`config.mk`:
```
export PLATFORM = sky130hd
export DESIGN_NAME = serial_subtractor_ctrl
export DESIGN_NICKNAME = d
export VERILOG_FILES = /design/src/rtl/serial_subtractor_ctrl_pkg.sv /design/src/rtl/full_subtractor.sv /design/src/rtl/serial_subtractor_ctrl.sv
export VERILOG_INCLUDE_DIRS = /design/src /design/src/rtl
export SDC_FILE = /design/constraint.sdc
export NUM_CORES = 1
export LEC_CHECK = 0
export CORE_ASPECT_RATIO = 0.6
export CORE_MARGIN = 5
export CORE_UTILIZATION = 51
export DETAILED_ROUTE_END_ITERATION = 8
export PLACE_DENSITY = 0.76
export SETUP_SLACK_MARGIN = 0.02
export SLEW_MARGIN = 20
export SYNTH_ARGS = -nofsm -noshare
export SYNTH_HDL_FRONTEND = slang
export SYNTH_HIERARCHICAL = 1
export SYNTH_SLANG_ARGS = --single-unit
```
`constraint.sdc`:
```
create_clock -name clk -period 3.15 [get_ports clk]
set_input_delay 0.63 -clock clk [delete_from_list [all_inputs] [get_ports clk]]
set_output_delay 0.63 -clock clk [all_outputs]
set_load 0.05 [all_outputs]
```
`src/rtl/serial_subtractor_ctrl_defs.sv`:
```
// Shared encodings for the serial subtractor controller: FSM state codes and default operand width.
`ifndef SERIAL_SUBTRACTOR_CTRL_DEFS_SV
`define SERIAL_SUBTRACTOR_CTRL_DEFS_SV
`define SSC_ST_IDLE 2'd0
`define SSC_ST_RUN 2'd1
`define SSC_ST_DONE 2'd2
`define SSC_DEFAULT_WIDTH 8
`endif

```
`src/rtl/serial_subtractor_ctrl_pkg.sv`:
```
// Types and constants shared by the serial subtractor controller.
`ifndef SERIAL_SUBTRACTOR_CTRL_DEFS_SV
`include "serial_subtractor_ctrl_defs.sv"
`endif

package serial_subtractor_ctrl_pkg;

  localparam int unsigned STATE_W       = 2;
  localparam int unsigned DEFAULT_WIDTH = `SSC_DEFAULT_WIDTH;

  typedef enum logic [STATE_W-1:0] {
    ST_IDLE = `SSC_ST_IDLE,
    ST_RUN  = `SSC_ST_RUN,
    ST_DONE = `SSC_ST_DONE
  } state_e;

endpackage

```
`src/rtl/full_subtractor.sv`:
```
// Single-bit full subtractor cell: d = x - y - bi, with borrow out.
module full_subtractor (
  input  logic x,
  input  logic y,
  input  logic bi,
  output logic d,
  output logic bo
);

  assign d  = x ^ y ^ bi;
  assign bo = (~x & y) | (~(x ^ y) & bi);

endmodule

```
`src/rtl/serial_subtractor_ctrl.sv`:
```
// Bit-serial a - b - bin over WIDTH bits, LSB first, through one full_subtractor cell,
// with a start/ready/busy/done handshake.
module serial_subtractor_ctrl
  import serial_subtractor_ctrl_pkg::*;
#(
  parameter int unsigned WIDTH = DEFAULT_WIDTH
) (
  input  logic             clk,
  input  logic             rst_n,
  input  logic             start,
  input  logic [WIDTH-1:0] a,
  input  logic [WIDTH-1:0] b,
  input  logic             bin,
  output logic             ready,
  output logic             busy,
  output logic             done,
  output logic [WIDTH-1:0] diff,
  output logic             bout,
  output logic             ovf
);

  localparam int unsigned CNT_W = $clog2(WIDTH);

  state_e           state_q, state_d;
  logic [WIDTH-1:0] a_sh, b_sh, diff_sh;
  logic [CNT_W-1:0] cnt;
  logic             brw;
  logic             cell_d, cell_bo;
  logic             accept, last_bit;
  logic             ready_d, busy_d, done_d;

  assign accept   = start & ((state_q == ST_IDLE) | (state_q == ST_DONE));
  assign last_bit = (cnt == CNT_W'(WIDTH - 1));

  full_subtractor u_cell (
    .x  (a_sh[0]),
    .y  (b_sh[0]),
    .bi (brw),
    .d  (cell_d),
    .bo (cell_bo)
  );

  // State and registered handshake outputs
  always_ff @(posedge clk or negedge rst_n) begin
    if (!rst_n) begin
      state_q <= ST_IDLE;
      ready   <= 1'b1;
      busy    <= 1'b0;
      done    <= 1'b0;
    end else begin
      state_q <= state_d;
      ready   <= ready_d;
      busy    <= busy_d;
      done    <= done_d;
    end
  end

  always_comb begin
    state_d = state_q;
    case (state_q)
      ST_IDLE: if (accept) state_d = ST_RUN;
      ST_RUN:  if (last_bit) state_d = ST_DONE;
      ST_DONE: state_d = accept ? ST_RUN : ST_IDLE;
      default: state_d = ST_IDLE;
    endcase
  end

  // Handshake outputs follow the next state so they are flop outputs aligned with state_q
  always_comb begin
    ready_d = 1'b0;
    busy_d  = 1'b0;
    done_d  = 1'b0;
    case (state_d)
      ST_IDLE: ready_d = 1'b1;
      ST_RUN:  busy_d  = 1'b1;
      ST_DONE: begin
        ready_d = 1'b1;
        done_d  = 1'b1;
      end
      default: ready_d = 1'b1;
    endcase
  end

  // Serial datapath; results commit only on the final bit so they hold through the next run
  always_ff @(posedge clk or negedge rst_n) begin
    if (!rst_n) begin
      a_sh    <= '0;
      b_sh    <= '0;
      diff_sh <= '0;
      cnt     <= '0;
      brw     <= 1'b0;
      diff    <= '0;
      bout    <= 1'b0;
      ovf     <= 1'b0;
    end else if (accept) begin
      a_sh <= a;
      b_sh <= b;
      brw  <= bin;
      cnt  <= '0;
    end else if (state_q == ST_RUN) begin
      a_sh    <= {1'b0, a_sh[WIDTH-1:1]};
      b_sh    <= {1'b0, b_sh[WIDTH-1:1]};
      diff_sh <= {cell_d, diff_sh[WIDTH-1:1]};
      brw     <= cell_bo;
      if (last_bit) begin
        diff <= {cell_d, diff_sh[WIDTH-1:1]};
        bout <= cell_bo;
        ovf  <= brw ^ cell_bo;
      end else begin
        cnt <= cnt + CNT_W'(1);
      end
    end
  end

endmodule

```
Word level (Yosys, flattened, before mapping) --
Index checks and enable logic that the tools add are counted.
Operators by class: multipliers 0, $add $sub $neg 1, muxes and demuxes 16, divide/modulo/power cells 0, shift operators 0, bitwise operators 11, equality and inequality tests 6, $lt $le $gt $ge 0, reduce and logical (&&, ||, !) cells 5
Operator list (number):
- $mux 8 | 4
- $mux 3 | 3
- $mux 1 | 6
- $pmux 2 s3 | 1
- $eq 2x1->1 const B | 2
- $eq 2x2->1 const B | 2
- $mux 2 | 2
- $reduce_and 2->1 | 2
- $add 3x1->3 const B | 1
- $and 1x1->1 | 3
- $eq 3x3->1 const B | 1
- $not 1->1 | 3
- $reduce_and 3->1 | 1
- $xor 1x1->1 | 3
- $logic_not 2->1 | 1
- $ne 2x2->1 const B | 1
- $or 1x1->1 | 2
- $reduce_bool 2->1 | 1
Word-level totals: bits in registers 43, word-level logic and storage cells 51, memories 0, output and inout port bits 13, ROM bits 0, bits of input ports 20, latch bits 0, RAM bits 0

Longest topological paths before layout --
depth after elaboration 7, mapped depth 5, mapped depth without buffers 5

Hierarchy --
Netlist, hierarchy kept.
By module, submodules not included:
- serial_subtractor_ctrl | cells each 141, times used 1, seq. area each 1052.3 sq um, area an instance 2045.7 sq um
- full_subtractor | cells each 4, times used 1, seq. area each 0.0 sq um, area an instance 31.3 sq um

Worst setup path after synthesis --
Ideal clock, no wire load.
path type register to register, from register cnt[0], to register bout, path slack 1.666 ns, arrival 1.359 ns, path buffers 1, stages on the path, launching flop included 6, setup time 0.125 ns, period minus slack after synthesis 1.484 ns, cell sequence dfrtp_1 -> ha_1 -> ha_1 -> nand3b_4 -> buf_6 -> mux2_4
Between the ends: longest elaborated chain between the ends 2
Ends and longest elaborated chain:
- start: declaration | RTL line serial_subtractor_ctrl.sv:26 | logic [CNT_W-1:0] cnt;
- start signal: assignment | RTL line serial_subtractor_ctrl.sv:110 | cnt <= cnt + CNT_W'(1);
- $eq 3x3->1 | RTL line serial_subtractor_ctrl.sv:33 | assign last_bit = (cnt == CNT_W'(WIDTH - 1));
- $reduce_and 3->1 (no source line)
- end signal: assignment | RTL line serial_subtractor_ctrl.sv:107 | bout <= cell_bo;
- end: declaration | RTL line serial_subtractor_ctrl.sv:18 | output logic bout,
No other way between the ends. A chain may end at the register's enable or synchronous reset.

Worst setup path after layout --
from register ready, to output port ready
RTL lines:
- start: declaration | RTL line serial_subtractor_ctrl.sv:14 | output logic ready,
- start signal: assignment | RTL line serial_subtractor_ctrl.sv:52 | ready <= ready_d;
No word-level cell between the ends.

==> results.sh <==
export IMPL_maxCapViolations=0
export IMPL_p_sw_share_pct=38.3
export IMPL_intPower_w=0.00149
export IMPL_core_region_area_um2=4010
export IMPL_power_frac_clock_pct=14.5
export IMPL_crit_slowest_cell="clkdlybuf4s50_1"
export IMPL_outcome="complete, no violations"
export IMPL_die_x_um=92.4
export IMPL_synth_seq_cells=42
export IMPL_grtUsageTotal_pct=14.5
export IMPL_root_buffer="clkbuf_8"
export IMPL_arrival_ns=1.59
export IMPL_syn_inst=145
export IMPL_nNetsFinal=199
export IMPL_holdBufCountCts=0
export IMPL_grt_max_degree=43
export IMPL_endpoint_kind="output port"
export IMPL_place_congestion=0.738
export IMPL_cts_clk_slew_worst_paths_ns=0.08
export IMPL_cp_num_buf_inv=1
export IMPL_die_h_um=59.4
export IMPL_antennaDiodeCount=0
export IMPL_p_switching_w=0.000921
export IMPL_cts_resized=0
export IMPL_drtIter0Drc=20
export IMPL_die_area_um2=5490
export IMPL_relSlewSlack_pct=28.4
export IMPL_hpwl_mm=2.41
export IMPL_cp_start_kind="flop"
export IMPL_grt_pass1_wl_mm=6.15
export IMPL_syn_area_um2=2080
export IMPL_ys_types=25
export IMPL_crit_required_ns=2.52
export IMPL_clock_sinks=42
export IMPL_grt_pass1_vias=1286
export IMPL_period_needed_ns=2.22
export IMPL_ir_drop_v=0.000456
export IMPL_fin_crit_sh_pct=70.6
export IMPL_cts_max_path_buffers=2
export IMPL_rsz0062_at_grt="no"
export IMPL_p_leak_nw=1.20
export IMPL_io_pins=33
export IMPL_start_util_pct=51.8
export IMPL_drive_gt1_share_pct=18.1
export IMPL_antenna_found_initial=0
export IMPL_cts_buffers=5
export IMPL_wire_per_inst_um=15.9
export IMPL_port_buffers=32
export IMPL_viasPerCell=5.39
export IMPL_ys_seq_area_share_pct=50.7
export IMPL_crit_chain="clkdlybuf4s50_1"
export IMPL_first_pass_iters=4
export IMPL_ff_latch_area_um2=1050
export IMPL_grt_overflow=0
export IMPL_insertion_delay_ns=0.30
export IMPL_finalNonFillerCells=227
export IMPL_ant_nets=0
export IMPL_hold_class="input pin to async pin"
export IMPL_slowest_delay_ns=0.79
export IMPL_syn_area_per_cell_um2=14.3
export IMPL_drt_wl_total_mm=3.60
export IMPL_power_density_nw_per_um2=975
export IMPL_drcViolationCount=0
export IMPL_worst_pin_slew_ns=1.07
export IMPL_clock_skew_final_ns=0.0114
export IMPL_clock_fmax_mhz=450
export IMPL_fillCellCount=317
export IMPL_post_cts_setup_buffer_count=0
export IMPL_crit_fanout=1
export IMPL_finalMaxSlewViolations=0
export IMPL_area_delta_synth_final_pct=18.9
export IMPL_cts_tree="built"
export IMPL_yosys_warnings=6
export IMPL_dp_cells=219
export IMPL_setup_tns_ns=0
export IMPL_setup_viol=0
export IMPL_crit_family="buffers and inverters"
export IMPL_power_frac_comb_pct=45.6
export IMPL_synth_fp_nets=168
export IMPL_rows=18
export IMPL_power_frac_seq_pct=39.9
export IMPL_vias=1223
export IMPL_multi_input_area_um2=913
export IMPL_crit_type="flop to output port"
export IMPL_htree_levels=2
export IMPL_hold_violations=0
==> power groups by stage <==
stage	logic, W	clock network (W)	registers (W)
global route	0.00118	0.000388	0.00100
detailed placement	0.00110	0	0.000972
global placement	0.00107	0	0.000957
finish	0.00110	0.000350	0.000960
CTS	0.00111	0.000363	0.000965
floorplan	0.000623	0	0.00117
==> cell usage in the layout (no fill, tap or decap), drive strengths merged, types with 2 or more instances in the layout <==
cell,count
inv,5
o21ai,2
dfrtp,41
mux2i,48
ha,2
buf,3
nor3b,2
o211a,2
a311o,2
mux2,19
clkbuf,7
clkdlybuf4s50,31
nand3,2
==> cells in the mapped netlist <==
cell,number,area [um^2]
buf_6,6,67.6
nor3b_1,2,15.0
fa_1,1,20.0
o21ai_0,2,10.0
mux2i_1,48,480
xor2_1,1,8.76
o211a_1,2,20.0
nand3_1,2,10.0
nor2_1,1,3.75
buf_2,1,5.00
nand3b_4,1,20.0
or3b_2,1,8.76
nand2_1,1,3.75
buf_4,2,15.0
o211ai_1,1,7.51
inv_1,5,18.8
clkbuf_2,1,5.00
mux2_2,11,124
or4b_1,1,10.0
dfstp_2,1,26.3
a311o_1,2,20.0
dfrtp_1,41,1030
mux2_4,8,120
nand2b_1,1,6.26
ha_1,2,25.0
==> metal layers <==
| metal | wire length (um) | up-vias | global-route usage [%] | share of wire [%] |
|---|---|---|---|---|
| li1 | - | 588 | - | - |
| met1 | 1740 | 608 | 18.9 | 48 |
| met2 | 1670 | 21 | 23.5 | 47 |
| met3 | 128 | 6 | 3.68 | 3.6 |
| met4 | 56 | 0 | 6.34 | 1.6 |
| met5 | 0 | - | 0 | 0 |
==> cell families (layout without fill, tap and decap cells) <==
logic type               Yosys count  after routing  share of synthesized area, %
adder cells (fa/ha/maj)            3              3                          2.17
multiplexers                      67             67                          34.9
AO/OA/AOI/OAI                      7              7                          2.77
flip-flops                        42             42                          50.7
AND/OR/NAND/NOR                   10             10                          3.73
buffers and inverters             15             47                          5.36
XOR/XNOR                           1              1                         0.422
==> final timing paths <==
path | startpoint | slack, ns | to | cells after the start
worst max register to register | state_q[1]$_DFF_PN0_ | 1.15 | diff_sh[7]$_DFFE_PN0P_ | 2
worst min register to register | diff[4]$_DFFE_PN0P_ | 0.51 | diff[4]$_DFFE_PN0P_ | 1
max in group asynchronous | rst_n | 2.12 | diff[6]$_DFFE_PN0P_ | 1
worst max-delay path | ready$_DFF_PN1_ | 0.93 | ready | 1
worst min-delay path | rst_n | 0.47 | state_q[1]$_DFF_PN0_ | 1
min in group clk | diff[4]$_DFFE_PN0P_ | 0.51 | diff[4]$_DFFE_PN0P_ | 1
==> registers in the layout (all words and copies together) (netlist names), 2 cells and up <==
register / count
a_sh: 8
b_sh: 8
cnt: 3
diff: 8
diff_sh: 7
state_q: 2
==> metrics by stage <==
step                power, W  hold WS [ns]  instance area, um^2  util, %  setup WS (ns)
floorplan            0.00180         0.334                 2080        -           1.67
global placement     0.00202         0.487                 2380     59.3           1.21
detailed placement   0.00208         0.496                 2380     59.3           1.16
CTS                  0.00244         0.492                 2470     61.6          0.907
global route         0.00257         0.528                 2470     61.6          0.876
finish               0.00241         0.466                 2470     61.6          0.927
==> layout make-up <==
type | instances | share of cell area (%)
flip-flops and latches | 42 | 42.6
clock buffers | 7 | 3.50
clock inverters | 1 | 0.203
inverters | 5 | 0.760
repair buffers | 34 | 13.4
multi-input cells | 88 | 37.0
well taps | 50 | 2.53
Note: power is estimated with default switching activity, not from simulation.
